### src/rtl/bridge_arb.sv
// bridge_arb: round-robin arbiter that funnels NCH one-shot request channels onto one AXI-lite-style DRAM port
// Ports: clk/rst_n (async active-low); C_in_valid/C_r_wb/C_addr/C_data_w per-channel requests;
// C_out_valid/C_data_r/C_err per-channel completions; AR/R/AW/W/B DRAM handshakes, one transaction at a time.
module bridge_arb #(
    parameter int                NCH    = 2,
    parameter int                IDX_W  = 8,
    parameter int                DATA_W = 64,
    parameter int                ADDR_W = 17,
    parameter logic [ADDR_W-1:0] BASE   = ADDR_W'(17'h10000)
) (
    input  logic                    clk,
    input  logic                    rst_n,
    input  logic [NCH-1:0]          C_in_valid,
    input  logic [NCH-1:0]          C_r_wb,
    input  logic [NCH*IDX_W-1:0]    C_addr,
    input  logic [NCH*DATA_W-1:0]   C_data_w,
    output logic [NCH-1:0]          C_out_valid,
    output logic [NCH*DATA_W-1:0]   C_data_r,
    output logic [NCH-1:0]          C_err,
    output logic                    AR_VALID,
    output logic [ADDR_W-1:0]       AR_ADDR,
    input  logic                    AR_READY,
    input  logic                    R_VALID,
    input  logic [DATA_W-1:0]       R_DATA,
    input  logic [1:0]              R_RESP,
    output logic                    R_READY,
    output logic                    AW_VALID,
    output logic [ADDR_W-1:0]       AW_ADDR,
    input  logic                    AW_READY,
    output logic                    W_VALID,
    output logic [DATA_W-1:0]       W_DATA,
    input  logic                    W_READY,
    input  logic                    B_VALID,
    input  logic [1:0]              B_RESP,
    output logic                    B_READY
);
    localparam int PW    = (NCH > 1) ? $clog2(NCH) : 1;
    localparam int BYTES = DATA_W / 8;

    typedef enum logic [2:0] {IDLE, AR, R, AW, W, B, DONE} state_t;

    state_t              state_q;
    logic [NCH-1:0]      pend_q, pend_d, take, fin;
    logic                rwb_q   [NCH];
    logic [IDX_W-1:0]    idx_q   [NCH];
    logic [DATA_W-1:0]   wdata_q [NCH];
    logic [PW-1:0]       ptr_q, g_q, gnt, c;
    logic [ADDR_W-1:0]   addr_q;
    logic [DATA_W-1:0]   wd_q;
    logic [NCH*DATA_W-1:0] dr_q;
    logic [NCH-1:0]      ov_q, err_q;
    logic                ar_v_q, r_rdy_q, aw_v_q, w_v_q, b_rdy_q;

    for (genvar k = 0; k < NCH; k++) begin : g_ch
        // A channel re-requesting in its own DONE cycle is accepted; set beats clear.
        assign fin[k]    = (state_q == DONE) && (g_q == PW'(k));
        assign take[k]   = C_in_valid[k] && (!pend_q[k] || fin[k]);
        assign pend_d[k] = take[k] || (pend_q[k] && !fin[k]);
        always_ff @(posedge clk or negedge rst_n) begin
            if (!rst_n) begin
                rwb_q[k]   <= 1'b0;
                idx_q[k]   <= '0;
                wdata_q[k] <= '0;
            end else if (take[k]) begin
                rwb_q[k]   <= C_r_wb[k];
                idx_q[k]   <= C_addr[k*IDX_W +: IDX_W];
                wdata_q[k] <= C_data_w[k*DATA_W +: DATA_W];
            end
        end
    end

    // Scan from the highest offset down so the lowest offset from ptr wins.
    always_comb begin
        gnt = ptr_q;
        c   = '0;
        for (int i = NCH - 1; i >= 0; i--) begin
            c = PW'((int'(ptr_q) + i) % NCH);
            if (pend_q[c]) gnt = c;
        end
    end

    always_ff @(posedge clk or negedge rst_n) begin
        if (!rst_n) pend_q <= '0;
        else        pend_q <= pend_d;
    end

    always_ff @(posedge clk or negedge rst_n) begin
        if (!rst_n) begin
            state_q <= IDLE;
            ptr_q   <= '0;
            g_q     <= '0;
            addr_q  <= '0;
            wd_q    <= '0;
            dr_q    <= '0;
            ov_q    <= '0;
            err_q   <= '0;
            ar_v_q  <= 1'b0;
            r_rdy_q <= 1'b0;
            aw_v_q  <= 1'b0;
            w_v_q   <= 1'b0;
            b_rdy_q <= 1'b0;
        end else begin
            ov_q  <= '0;
            err_q <= '0;
            case (state_q)
                IDLE: if (|pend_q) begin
                    g_q     <= gnt;
                    addr_q  <= BASE + ADDR_W'(32'(idx_q[gnt]) * BYTES);
                    wd_q    <= wdata_q[gnt];
                    ar_v_q  <= rwb_q[gnt];
                    aw_v_q  <= !rwb_q[gnt];
                    state_q <= rwb_q[gnt] ? AR : AW;
                end
                AR: if (AR_READY) begin
                    ar_v_q  <= 1'b0;
                    r_rdy_q <= 1'b1;
                    state_q <= R;
                end
                R: if (R_VALID) begin
                    r_rdy_q                     <= 1'b0;
                    dr_q[g_q*DATA_W +: DATA_W]  <= R_DATA;
                    ov_q[g_q]                   <= 1'b1;
                    err_q[g_q]                  <= |R_RESP;
                    state_q                     <= DONE;
                end
                AW: if (AW_READY) begin
                    aw_v_q  <= 1'b0;
                    w_v_q   <= 1'b1;
                    state_q <= W;
                end
                W: if (W_READY) begin
                    w_v_q   <= 1'b0;
                    b_rdy_q <= 1'b1;
                    state_q <= B;
                end
                B: if (B_VALID) begin
                    b_rdy_q    <= 1'b0;
                    ov_q[g_q]  <= 1'b1;
                    err_q[g_q] <= |B_RESP;
                    state_q    <= DONE;
                end
                DONE: begin
                    ptr_q   <= (g_q == PW'(NCH - 1)) ? '0 : g_q + PW'(1);
                    state_q <= IDLE;
                end
                default: state_q <= IDLE;
            endcase
        end
    end

    assign C_out_valid = ov_q;
    assign C_err       = err_q;
    assign C_data_r    = dr_q;
    assign AR_VALID    = ar_v_q;
    assign AR_ADDR     = addr_q;
    assign R_READY     = r_rdy_q;
    assign AW_VALID    = aw_v_q;
    assign AW_ADDR     = addr_q;
    assign W_VALID     = w_v_q;
    assign W_DATA      = wd_q;
    assign B_READY     = b_rdy_q;
endmodule

### config.mk
export PLATFORM = sky130hd
export DESIGN_NAME = bridge_arb
export DESIGN_NICKNAME = d
export VERILOG_FILES = /design/src/rtl/bridge_arb.sv
export SDC_FILE = /design/constraint.sdc
export NUM_CORES = 1
export LEC_CHECK = 0
export CAP_MARGIN = 20
export CORE_MARGIN = 4
export CORE_UTILIZATION = 41
export DETAILED_ROUTE_END_ITERATION = 6
export PLACE_DENSITY = 0.72
export SYNTH_ARGS = -nofsm -noshare
export SYNTH_HDL_FRONTEND = slang
export SYNTH_SLANG_ARGS = --single-unit
### constraint.sdc
create_clock -name clk -period 2.4 [get_ports clk]
set_input_delay 0.72 -clock clk [delete_from_list [all_inputs] [get_ports clk]]
set_output_delay 0.72 -clock clk [all_outputs]
set_load 0.01 [all_outputs]
==> flow_summary_export.csv, run 1 <==
group,metric,value,unit
outcome,outcome,"completed",
clocking,cts_buffers,39,
clocking,clk_pin_slew_worst_paths,60,ps
die,die-area,0.0386,mm²
route,num_vias,9491,
yosys,synth_seq_cells,363,
yosys,synth_adder_area_share,0.0774,%
grt,grt_pass1_vias,10200,
yosys,synth.cell_area,0.0146,mm²
clocking,cts.path.max_buffers,3,
route,viasPerCell,4.89,
power_and_ir_drop,power_density,1360,mW/mm²
route,drtAntennaViolNets,0,
yosys,syn_inst,1008,
clocking,cts_setup_buffers,0,
yosys,synth_compound_area_share,3.56,%
yosys,synth_top_family_by_area,"multiplexers",
timing,finalHoldViolCount,0,
timing,setup_viol,0,
clocking,cts_resized,0,
final_layout,drive_gt1_share,22.9,%
yosys,ys.flop_type,"dfrtp_1",
timing,skew,17.2,ps
worst_setup_path,crit_cells,1,
yosys,synth_top_area_share,62.4,%
worst_setup_path,rr_worst_depth,5,
worst_setup_path,arrival,1530,ps
flow_run,drv_cap,0,
power_and_ir_drop,power.share.clock,20.8,%
yosys,yosys.cell_types.count,41,
yosys,yosysMostFrequentCell,"dfrtp_1",
timing,worstMarginPinSlew,538,ps
yosys,ys_seq_area_share,62.4,%
clocking,cts_tree,"done",
worst_setup_path,critPathKind,"flip-flop to output port",
power_and_ir_drop,netSwitchingFraction,31.5,%
worst_hold_path,hold_path_class,"input pin to async pin",
grt,grt_pass1_wl,59900,µm
clocking,postCtsHoldBufs,0,
grt,track_usage,19.7,%
route,drc,0,
die,die-width,196,µm
timing,timing.setup.tns,0,ps
grt,overflow,0,
route,totalWireLength,39100,µm
worst_setup_path,critPathBufInv,1,
worst_setup_path,cp.required,1680,ps
grt,antenna_found_initial,3,
clocking,cts_root_buf,"clkbuf_16",
worst_setup_path,crit_fanout,1,
timing,rsz0062_at_grt,"false",
route,drt-initial-drc-count,220,
power_and_ir_drop,ir_worst_vdd,0.768,mV
yosys,synth_largest_area_cell,"dfrtp_1",
yosys,yosysWarnings,0,
clocking,htreeDepth,2,
yosys,synth_commonest_cells,"dfrtp_1 (363), mux2_2 (238), a21oi_1 (83), nor2_1 (81), mux2i_1 (74)",
die,io_pins,458,
power_and_ir_drop,p_switching,8.88,mW
die,die_h,196,µm
timing,slew_headroom,64.1,%
yosys,synth_area_leaders,"dfrtp_1 (62%), mux2_2 (18%), mux2i_1 (5.1%), a21oi_1 (2.9%), mux2_1 (2.8%)",
route,dr.pass1.iters,5,
worst_setup_path,cpPeakStageDelay,670,ps
power_and_ir_drop,total_leakage_power,8.98,nW
yosys,synth-edff-count,0,
placed_design,place_hpwl,28600,µm
yosys,synth_xor_area_share,0,%
yosys,avgSynthCellArea,14.4,µm²
power_and_ir_drop,pwr-share-comb,40.6,%
yosys,synthMuxAreaShare,26.4,%
timing,drv_slew,0,
final_layout,nets,1679,
worst_setup_path,path_cells,"clkdlybuf4s50_1",
die,start_util,41.8,%
worst_setup_path,cp_slowest_cell,"clkdlybuf4s50_1",
clocking,cts.sinks,363,
clocking,clkLatencyLatePin,530,ps
placed_design,port_buffers,441,
power_and_ir_drop,internal-power,19.3,mW
grt,grt_max_degree,69,
yosys,synthArstFlopShare,100,%
worst_setup_path,crit_family,"buffers and inverters",
power_and_ir_drop,seqPwrFrac,38.6,%
worst_setup_path,worst_setup_path_start_kind,"flip-flop",
placed_design,gp_congestion,0.848,
timing,period_needed,2250,ps
die,core,0.0348,mm²
worst_setup_path,end_kind,"output port",
die,rows,68,
route,wl_per_cell,20.2,µm
yosys,yosys.area_share.simple,3.54,%
final_layout,syn_to_final_growth,42.6,%
power_and_ir_drop,fin_total_pwr,28.2,mW
timing,clock.fmax,0.444,GHz
timing,fin_crit_sh,93.8,%
-- sequential cells by signal, summed over array words and instances (netlist names), 2 cells and up --
signal,flops
AR_ADDR,9
C_data_r,128
C_err,2
C_out_valid,2
W_DATA,64
idx_q,16
pend_q,2
rwb_q,2
state_q,3
wdata_q,128
-- power groups by stage --
stage / clock (mW) / combinational [mW] / sequential [mW]
after floorplan: 0 / 5.41 / 11.3
final: 5.86 / 11.4 / 10.9
after detailed placement: 0 / 11.6 / 11.0
after global placement: 0 / 11.3 / 10.9
after global routing: 6.31 / 12.4 / 11.3
after CTS: 6.03 / 11.6 / 10.9
-- logic make-up (layout without fill, tap and decap cells) --
kind of cell / after synthesis / count (layout)
AOI/OAI and AO/OA: 99 / 99
adders and majority gates: 1 / 1
buffers and inverters: 84 / 544
DFF: 363 / 363
muxes: 349 / 349
other: 1 / 19
and+or+nand+nor: 111 / 111
-- metrics by stage --
step                      utilization [%]  cells  hold slack, ps  worst slack (ps)  cell area, µm²
after floorplan                         -   1023             424               504           14600
after global placement               56.0   1870             467              -131           19500
after detailed placement             56.0   1870             474              -150           19500
after CTS                            59.6   1938            82.4               100           20700
after global routing                 59.6   1941            79.1              80.1           20700
final                                59.6   1941            84.6               150           20700
-- worst paths after layout --
check	start	to	slack, ps
setup / recovery	C_err[1]	C_err[1]	150
setup reg to reg	state_q[1]	C_data_r[18]	430
max in group asynchronous	rst_n	W_DATA[32]	1590
hold reg to reg	C_data_r[13]	C_data_r[13]	490
hold / removal	rst_n	W_DATA[57]	80
min in group clk	C_data_r[13]	C_data_r[13]	490
-- layout make-up --
type,count,area (µm²)
fill,2808,14100
clock inverter,9,114
tap,455,569
timing repair buffer,473,4860
multi-input combinational,576,4960
clock buffer,59,1140
sequential,363,9080
antenna,3,7.51
inverter,3,11.3
-- placed cells by master (no fill, tap or decap), types with 3 or more instances in the layout --
cell type,count
clkdlybuf4s50_1,440
dfrtp_1,363
mux2_2,238
a21oi_1,83
nor2_1,81
mux2i_1,74
clkbuf_16,40
mux2_1,36
conb_1,16
buf_4,16
buf_12,16
clkbuf_1,12
nand2_1,7
clkbuf_8,7
nand2b_1,5
o21ai_0,4
clkinv_2,4
diode_2,3
nor2b_1,3
o22ai_1,3
-- metal layers --
metal / track usage, % / up-vias / part of all wire [%]
met3: 5.76 / 57 / 7.2
li1: - / 4383 / -
met5: 0 / - / 0
met2: 34.5 / 309 / 51
met1: 23.5 / 4742 / 39
met4: 6.54 / 0 / 3.0
(Power assumes the default switching activity.)
==> inputs of run 2 (changes only) <==
--- a/config.mk
+++ b/config.mk
@@ -13,3 +13,4 @@
 export SYNTH_ARGS = -nofsm -noshare
 export SYNTH_HDL_FRONTEND = slang
 export SYNTH_SLANG_ARGS = --single-unit
+export TNS_END_PERCENT = 10
==> results of run 2 <==
Same layout as run 1: the final DEF is identical, and so are final timing and power.
==> inputs of run 3 (changes only) <==
--- a/config.mk
+++ b/config.mk
@@ -10,6 +10,7 @@
 export CORE_UTILIZATION = 41
 export DETAILED_ROUTE_END_ITERATION = 6
 export PLACE_DENSITY = 0.72
+export SLEW_MARGIN = 20
 export SYNTH_ARGS = -nofsm -noshare
 export SYNTH_HDL_FRONTEND = slang
 export SYNTH_SLANG_ARGS = --single-unit
==> results of run 3 <==
Same layout as run 1: the final DEF is identical, and so are final timing and power.
